--- config.mk ---
export PLATFORM = sky130hd
export DESIGN_NAME = debounce_edge
export DESIGN_NICKNAME = d
export VERILOG_FILES = /design/src/rtl/debounce_edge.sv
export VERILOG_INCLUDE_DIRS = /design/src /design/src/rtl
export SDC_FILE = /design/constraint.sdc
export NUM_CORES = 1
export LEC_CHECK = 0
export BUFFER_PORTS_ARGS = -buffer_cell sky130_fd_sc_hd__buf_4
export CORE_UTILIZATION = 55
export CTS_BUF_LIST = sky130_fd_sc_hd__clkbuf_2 sky130_fd_sc_hd__clkbuf_4 sky130_fd_sc_hd__clkbuf_8
export DETAILED_ROUTE_END_ITERATION = 7
export PLACE_DENSITY_LB_ADDON = 0.15
export SLEW_MARGIN = 20
export SYNTH_ARGS = -nofsm -noshare
export SYNTH_HDL_FRONTEND = slang
export SYNTH_SLANG_ARGS = --single-unit
--- constraint.sdc ---
create_clock -name clk -period 2 [get_ports clk]
set_clock_uncertainty 0.1 [all_clocks]
set_input_delay 0.6 -clock clk [delete_from_list [all_inputs] [get_ports clk]]
set_output_delay 0.6 -clock clk [all_outputs]
set_load 0.1 [all_outputs]
--- src/rtl/debounce_defs.vh ---
// rtl/debounce_defs.vh - shared state encodings for the debounce FSM
`ifndef DEBOUNCE_DEFS_VH
`define DEBOUNCE_DEFS_VH

localparam logic [1:0] ENC_LOW_STABLE  = 2'd0;
localparam logic [1:0] ENC_HIGH_PEND   = 2'd1;
localparam logic [1:0] ENC_HIGH_STABLE = 2'd2;
localparam logic [1:0] ENC_LOW_PEND    = 2'd3;

`endif

--- src/rtl/debounce_edge.sv ---
// rtl/debounce_edge.sv - debouncer with registered level and rise/fall pulses
module debounce_edge #(
  parameter int STABLE_CYCLES = 4,
  parameter int CNT_W         = 16
) (
  input  logic clk,
  input  logic rst,
  input  logic in_sync,
  output logic level,
  output logic rise,
  output logic fall
);

  `include "debounce_defs.vh"

  typedef enum logic [1:0] {
    LOW_STABLE  = ENC_LOW_STABLE,
    HIGH_PEND   = ENC_HIGH_PEND,
    HIGH_STABLE = ENC_HIGH_STABLE,
    LOW_PEND    = ENC_LOW_PEND
  } state_t;

  localparam logic [CNT_W-1:0] CNT_LAST = CNT_W'(STABLE_CYCLES - 1);
  localparam logic [CNT_W-1:0] CNT_ONE  = CNT_W'(1);

  state_t           state, state_n;
  logic [CNT_W-1:0] cnt, cnt_n;
  logic             level_n, rise_n, fall_n;

  always_ff @(posedge clk) begin
    if (rst) begin
      state <= LOW_STABLE;
      cnt   <= '0;
      level <= 1'b0;
      rise  <= 1'b0;
      fall  <= 1'b0;
    end else begin
      state <= state_n;
      cnt   <= cnt_n;
      level <= level_n;
      rise  <= rise_n;
      fall  <= fall_n;
    end
  end

  // The edge that samples the new value for the STABLE_CYCLES-th time commits it,
  // so a pending count of STABLE_CYCLES-1 plus one more agreeing sample is enough.
  always_comb begin
    state_n = state;
    cnt_n   = cnt;
    level_n = level;
    rise_n  = 1'b0;
    fall_n  = 1'b0;
    case (state)
      LOW_STABLE: begin
        if (in_sync) begin
          state_n = HIGH_PEND;
          cnt_n   = CNT_ONE;
        end else begin
          cnt_n = '0;
        end
      end
      HIGH_PEND: begin
        if (!in_sync) begin
          state_n = LOW_STABLE;
          cnt_n   = '0;
        end else if (cnt == CNT_LAST) begin
          state_n = HIGH_STABLE;
          cnt_n   = '0;
          level_n = 1'b1;
          rise_n  = 1'b1;
        end else begin
          cnt_n = cnt + CNT_ONE;
        end
      end
      HIGH_STABLE: begin
        if (!in_sync) begin
          state_n = LOW_PEND;
          cnt_n   = CNT_ONE;
        end else begin
          cnt_n = '0;
        end
      end
      LOW_PEND: begin
        if (in_sync) begin
          state_n = HIGH_STABLE;
          cnt_n   = '0;
        end else if (cnt == CNT_LAST) begin
          state_n = LOW_STABLE;
          cnt_n   = '0;
          level_n = 1'b0;
          fall_n  = 1'b1;
        end else begin
          cnt_n = cnt + CNT_ONE;
        end
      end
      default: begin
        state_n = LOW_STABLE;
        cnt_n   = '0;
        level_n = 1'b0;
      end
    endcase
  end

endmodule

==> results of run 1 <==
worst paths after layout:
kind                                         start            endpoint  slack (ns)  cells after the start
worst max-delay path             cnt[1]$_SDFF_PP0_           flip-flop        0.02                      6
worst min register to register  cnt[15]$_SDFF_PP0_  cnt[15]$_SDFF_PP0_        0.44                      2
worst min-delay path                           rst           flip-flop        0.39                      2
worst max register to register   cnt[1]$_SDFF_PP0_           flip-flop        0.02                      6
synthesized netlist by cell type (all sizes together) (2+ instances only):
library cell  count
dfxtp            21
nor2             18
nand3            10
xnor2            10
nor3              7
inv               6
nor4              5
xor2              4
nand4             3
or4               3
a21o              2
a21oi             2
nand2             2
nand2b            2
or4b              2
flip-flops by register name, summed over array words and instances, names as in the netlist, named ones only:
signal / count
cnt: 16
fall: 1
level: 1
rise: 1
state: 1
metal layers:
layer  routed length [um]  part of all wire  up-vias
met5                    0                 0        -
met4                   27             0.014        0
met3                  133             0.067        4
met2                  979              0.49       35
met1                  842              0.42      391
li1                     -                 -      419
stage by stage:
| stage | hold WS [ns] | area (um^2) | cells | setup TNS, ns |
|---|---|---|---|---|
| 4_1_cts | 0.385 | 1160 | 146 | 0 |
| 3_3_place_gp | 0.395 | 1130 | 142 | 0 |
| 5_1_grt | 0.389 | 1170 | 146 | -0.0500 |
| 3_5_place_dp | 0.403 | 1130 | 142 | -0.000231 |
| 6_report | 0.394 | 1170 | 146 | 0 |
| 2_1_floorplan | 0.332 | 947 | 105 | -0.0430 |
report_power, final:
group / internal (mW) / switching [mW]
Sequential: 0.425 / 0.00445
Combinational: 0.0215 / 0.0450
Clock: 0.0747 / 0.128
Total: 0.521 / 0.177
layout make-up:
type                       count  area [um^2]
multi-input combinational     77          505
sequential                    21          423
fill                         122          374
timing repair buffer          22          169
clock buffer                   3         22.5
inverter                       6         22.5
tap                           16         20.0
clock inverter                 1         5.00
cell families after synthesis:
group                    after synthesis
adder cells (fa/ha/maj)                1
XOR/XNOR                              14
multiplexers                           1
AO/OA/AOI/OAI                          7
flip-flops                            21
buffers and inverters                  7
AND/OR/NAND/NOR                       54
timing repair:
item | 4_1_cts | 5_1_grt
gates resized for setup | 2 | 2
cloned | 0 | 0
hold buffers | 0 | 0
setup buffers | 0 | 0
setup endpoints to repair | 2 | 2
==> results.txt, run 1 <==
In the final layout, the share of cells above drive strength 1 is 0.277. The insertion delay to the later sink of the worst-skew pair came out at 0.31 ns. The cell accounting for the most synthesized area is sky130_fd_sc_hd__dfxtp_1. After synthesis, the cell types taking the most area are sky130_fd_sc_hd__dfxtp_1 45%, sky130_fd_sc_hd__xnor2_1 9.4%, sky130_fd_sc_hd__nor2_1 7.2%, sky130_fd_sc_hd__nand3_1 5.4%, sky130_fd_sc_hd__nor3_1 3.8%. The setup slack after layout came out at 0.0192 ns.

The placeable core region is 1540 um^2. STA classifies the critical path startpoint as a flip-flop. For the pin with the worst max-slew slack, the measured transition is 0.371 ns. The family with the most delay on the worst path is simple AND/OR/NAND/NOR gates. The post-synthesis xor/xnor area fraction is 0.131. The maximum number of pins on one net before global-route repair is 13. The longest clock path from root to sink contains 2 buffers.

The shortest period the worst path allows came out at 1.98 ns. The worst-path cell with the longest stage delay is sky130_fd_sc_hd__or4b_4. The end-of-flow core utilization is 0.757.

Buffers inserted during clock tree synthesis total 3. The total count of hold-check failures in the final report is 0. The sequential cell area fraction in the yosys report came out at 0.450. The met1 demand-to-capacity share in global routing is 0.347. Leaving out fill and tap cells, the most frequent cells in the layout are 21 x sky130_fd_sc_hd__buf_4, 19 x sky130_fd_sc_hd__dfxtp_1, 18 x sky130_fd_sc_hd__nor2_1, 10 x sky130_fd_sc_hd__nand3_1, 10 x sky130_fd_sc_hd__xnor2_1. The die area is 1870 um^2. Setup repair after global routing could not meet its margin everywhere. The via count of the first global-routing pass came out at 773. The floorplan step set the die height to 43.2 um. Counting both buffers and inverters, the worst setup path holds a total of 1. The most crowded layer after global routing is met2. In the finished design, the share of the clock period the worst path needs comes to 0.990. The top-level I/O count is 6. VDD sags by at most 0.490 mV.

The post-synthesis net count is 109. The initial core utilization came out at 0.606. The complex-gate fraction of the synthesized area came out at 0.0576. The detailed placer's ending HPWL is 1.51 mm. The final wirelength came out at 1.98 mm. The total global-route track usage came out at 0.255.

The synthesized area per cell came out at 8.89 um^2. The first global-routing pass estimated 3.55 mm of wire. The CTS tree is done. Clock-pin slew was measured on the worst setup and hold paths at 0.12 ns. Routability-driven placement finished with a final weighted congestion of 0.775.

Headroom to the max-slew limit came out at 0.750. The routed via count is 849. In this run the cell area of the synthesized design comes to 933 um^2. The critical path is of the flip-flop to flip-flop type.

The run finished with clean final reports. The number of buffers added on ports came out at 5. The post-detailed-route via-to-cell ratio came out at 5.82. The met3 track demand over resource in global routing is 0.0426.

The die outline width is 43.2 um. The number of antenna violations at the first check in global routing is 0. The fraction of registers with async set/reset came out at 0. The number of nets in the layout came out at 135. The final-report setup violation count is 0. The count of H-tree levels built during CTS came out at 1. The maximum single-stage delay on the critical path came out at 0.46 ns. The endpoint arrival time on the critical path is 2.09 ns. The tree is rooted in a sky130_fd_sc_hd__clkbuf_4. The first routing iteration left 25 violations. The synthesized-area fraction occupied by adder cells is 0.0134.

The tightest min-delay check is of the input port to flip-flop type. Of all nets on the critical path, the largest fanout is 3. The DRC violation count after routing is 0. Counting distinct cell types in the post-synthesis netlist gives 24. The critical path data required time is 2.11 ns.

The total power divided by cell area came out at 598 nW/um^2. The mean routed wirelength per cell came out at 13.6 um. By area, the combinational part of the netlist is dominated by simple AND/OR/NAND/NOR gates.

The count of nets left with antenna violations once routing finished came out at 0. The leftover overflow at the end of global routing came out at 0. The number of flops mapped to enable cells by yosys is 0. Compared with the post-synthesis result, the final layout area differs by 25.1%.

After floorplanning, the core was divided into 14 placement rows. The total count of max-transition violations in the final report is 0. The number of search-and-repair iterations in the first detailed-routing pass came out at 6. The simple logic cell fraction of the synthesized area is 0.307. The critical path goes through ha_2 -> or4b_4 -> or4_4 -> buf_6 -> mux2i_2 -> nor2_1. The flip-flop cell with the highest count after synthesis is sky130_fd_sc_hd__dfxtp_1. The global routing usage on met2 came out at 0.403. The cell count after synthesis came out at 105.

The kind of capture point of the worst setup path is a flip-flop. For this design the static power due to leakage is 0.432 nW. The count of yosys warnings during synthesis is 0. The share of synthesized area in the top cell type comes to 0.450.

The number of antenna repair diodes came out at 0. For this run, the top clock speed supported by timing is 505 MHz. The overall power consumption came out at 0.698 mW.

The placement-stage worst setup slack is -0.000231 ns. The number of violations of the max-capacitance limit is 0. The most frequent standard cell in the layout excluding fill and tap cells is sky130_fd_sc_hd__buf_4. The register bit count reported by yosys came out at 21. The multiplexer share of the synthesized area is 0.0107.

The number of clock sinks came out at 21.
(Power assumes the default switching activity.)
==> inputs of run 2 (changes only) <==
--- a/config.mk
+++ b/config.mk
@@ -10,6 +10,7 @@
 export CORE_UTILIZATION = 55
 export CTS_BUF_LIST = sky130_fd_sc_hd__clkbuf_2 sky130_fd_sc_hd__clkbuf_4 sky130_fd_sc_hd__clkbuf_8
 export DETAILED_ROUTE_END_ITERATION = 7
+export HOLD_SLACK_MARGIN = 0.08
 export PLACE_DENSITY_LB_ADDON = 0.15
 export SLEW_MARGIN = 20
 export SYNTH_ARGS = -nofsm -noshare
==> constraint.sdc (replaced) <==
create_clock -name clk -period 1.9 [get_ports clk]
set_clock_uncertainty 0.1 [all_clocks]
set_input_delay 0.57 -clock clk [delete_from_list [all_inputs] [get_ports clk]]
set_output_delay 0.57 -clock clk [all_outputs]
set_load 0.1 [all_outputs]
==> run 2 against run 1 <==
The flow now finishes with violations (setup timing). Non-clock buffer count up 2. Total power up 7.4%. Critical path depth down 3. Via count down 0.71%. Final cell count up 1.4%. Worst setup slack worse by 0.061 ns. Wire length up 3.3%. Register-to-register slack worse by 0.06 ns. First-iteration DRC count down 64%. Largest cell class unchanged. Largest power group unchanged.
==> results.txt, run 2 (synthesis results as in run 1) <==
The slowest stage of the critical path belongs to the cell sky130_fd_sc_hd__or4_4. The number of antenna violations at the first check in global routing came out at 0 (unchanged). The number of search-and-repair iterations in the first detailed-routing pass is 4 (-2). The worst setup path is captured at a flip-flop.

The maximum single-stage delay on the critical path came to 0.55 ns (+0.09 ns). The mean routed wirelength per cell came to 13.8 um (+1.9%). The flip-flop count of the largest register, all copies and words added came out at 16 (unchanged). The total count of max-transition violations in the final report came out at 0 (unchanged). The leftover overflow at the end of global routing was 0 (unchanged).

Leaving out fill and tap cells, the most frequent cell in the layout is sky130_fd_sc_hd__buf_4. The number of post-CTS setup repair buffers is 0 (unchanged). The endpoint arrival time on the critical path came out at 2.05 ns (-0.04 ns). The number of violations of the max-capacitance limit came out at 0 (unchanged). The combinational power share came to 0.095 (about the same).

The part of the total power dissipated in sequential elements is 0.604 (-0.011). The placement-stage worst setup slack was -0.0576 ns (-0.0574 ns). The final-report setup violation count is 1 (+1). The number of clock sinks came to 21 (unchanged). The overall power consumption came to 0.750 mW (+7.4%). The share of final-layout standard cells stronger than drive strength 1 came out at 0.295 (+0.0185). The die outline width came to 43.2 um (unchanged). The register bank with the most flops is cnt.

The worst hold path belongs to the class input port to flip-flop. The total power divided by cell area is 613 nW/um^2 (+2.6%). The cell that appears most often on the critical path is sky130_fd_sc_hd__or4_4. The headroom to the max-slew limit is 0.737 (-0.0132). The clock input transition at the sequential cells of the worst setup and hold paths came out at 0.11 ns (about the same).

The DRC violation count after routing came to 0 (unchanged). The tree is rooted in a sky130_fd_sc_hd__clkbuf_4. The checks that failed: setup timing. The final clock period utilization by the worst path came out at 1.02 (+0.0313).

The leakage power total is 0.459 nW (+6.1%). The post-detailed-route via-to-cell ratio is 5.70 (-2.0%). The setup slack after layout is -0.0414 ns (-0.0605 ns). The worst setup path is of the flip-flop to flip-flop kind. The detailed placer's ending HPWL was 1.58 mm (+4.5%). The share of power burned in the clock network is 0.301 (+0.011). The placer congestion estimate is 0.814 (+5.1%).

The clock buffer count from CTS came out at 3 (unchanged). The worst setup path is launched from a flip-flop. The total number of placement rows is 14 (unchanged). The design internal power was 0.567 mW (+8.9%).

The initial core utilization is 0.606 (unchanged). The final-layout fill cell count came to 104 (-15%). The switching component of the power is 0.182 mW (+3.0%). The worst supply voltage drop on vdd is 0.590 mV (+20%). The final worst hold slack is 0.364 ns (-0.0294 ns).

The shortest period the worst path allows came out at 1.94 ns (-0.0395 ns). The count of H-tree levels built during CTS is 1 (unchanged). The residual antenna-violating net count after detailed routing came out at 0 (unchanged). The total count of hold-check failures in the final report is 0 (unchanged). The placeable core region came out at 1540 um^2 (unchanged).

The number of nets in the layout came out at 137 (+1.5%). The critical path data required time came to 2.01 ns (-0.10 ns). The routed via count came to 843 (-0.71%). The fmax is 515 MHz (+2.0%). The area added between synthesis and finish is 31.0%. The height of the die is 43.2 um (unchanged).

The total global-route track usage is 0.255 (+0.000633). The wire length of the first global-routing pass came out at 3.53 mm (-0.79%). The top-level I/O count is 6 (unchanged). The number of buffers added on ports came to 5 (unchanged). The via count of the first global-routing pass came out at 826 (+6.9%). TritonCTS built the clock tree. The fraction of power spent switching nets is 0.243 (-0.0103). The maximum fanout along the worst path came to 4 (+1). The die area came out at 1870 um^2 (unchanged). The number of antenna repair diodes came out at 0 (unchanged). The violation count after the first detailed-route iteration is 9 (-64%).

The maximum number of pins on one net before global-route repair came to 16 (+3). Setup repair after global routing could not meet its margin everywhere. The slew at the pin closest to its max-slew limit is 0.391 ns (+0.0197 ns).

The insertion delay to the later sink of the worst-skew pair is 0.30 ns (about the same). The top cell types in the final layout, fill and taps aside, are 22 x sky130_fd_sc_hd__buf_4, 19 x sky130_fd_sc_hd__dfxtp_1, 18 x sky130_fd_sc_hd__nor2_1, 10 x sky130_fd_sc_hd__xnor2_1, 9 x sky130_fd_sc_hd__nand3_1. The final wirelength came to 2.05 mm (+3.3%).

The run finished, with violations left. The critical path goes through or4_4 -> or4_4 -> a311o_1. The maximum buffer depth of the clock tree is 2 (unchanged).
## run 2: through the flow
stage | setup TNS (ns) | cell area (um^2) | utilization | instances
final | -0.0414 | 1220 | 0.793 | 148
after global routing | -0.281 | 1220 | 0.793 | 148
after CTS | -0.0440 | 1210 | 0.784 | 148
after detailed placement | -0.423 | 1170 | 0.756 | 144
after global placement | -0.0101 | 1170 | 0.756 | 144
after floorplan | -0.0365 | 958 | - | 105
## run 2: what timing repair did
action | CTS | global route
pin swaps | 1 | 2
hold buffers | 0 | 0
setup endpoints to repair | 18 | 18
resized for setup | 2 | 3
## run 2: worst paths after layout
path,depth (start not counted),start,slack (ns),end
setup / recovery,3,cnt[6]$_SDFF_PP0_,-0.04,level$_SDFFE_PP0P_
hold / removal,2,rst,0.36,fall$_SDFF_PP0_
setup reg to reg,3,cnt[6]$_SDFF_PP0_,-0.04,level$_SDFFE_PP0P_
hold reg to reg,1,level$_SDFFE_PP0P_,0.44,level$_SDFFE_PP0P_
## run 2: critical path: cells and delay by family, from the launching register on
kind | cells | cell delay (ns)
AND/OR/NAND/NOR | 2 | 1.09
flip-flops | 1 | 0.33
AO/OA/AOI/OAI | 1 | 0.32
## run 2: layout make-up
cell class | instances | area [um^2] | share of cell area
clock buffers | 4 | 30.0 | 0.0246
inverters | 6 | 22.5 | 0.0184
multi-input cells | 77 | 531 | 0.434
flip-flops and latches | 21 | 423 | 0.346
well taps | 16 | 20.0 | 0.0164
repair buffers | 24 | 196 | 0.161
## run 2: power by group through the flow
stage	logic [mW]	clock network (mW)	registers, mW
after floorplan	0.0170	0	0.493
after global placement	0.0694	0	0.462
after detailed placement	0.0704	0	0.463
after CTS	0.0706	0.235	0.453
after global routing	0.0752	0.258	0.454
final	0.0711	0.226	0.453
## run 2: metal layers
metal  track usage  part of all wire  vias to the layer above  wire length [um]
met3        0.0511             0.043                        9                88
met1         0.274              0.43                      392               872
met2         0.445              0.50                       19              1020
met5             0                 0                        -                 0
met4         0.164             0.034                        0                70
li1              -                 -                      423                 -
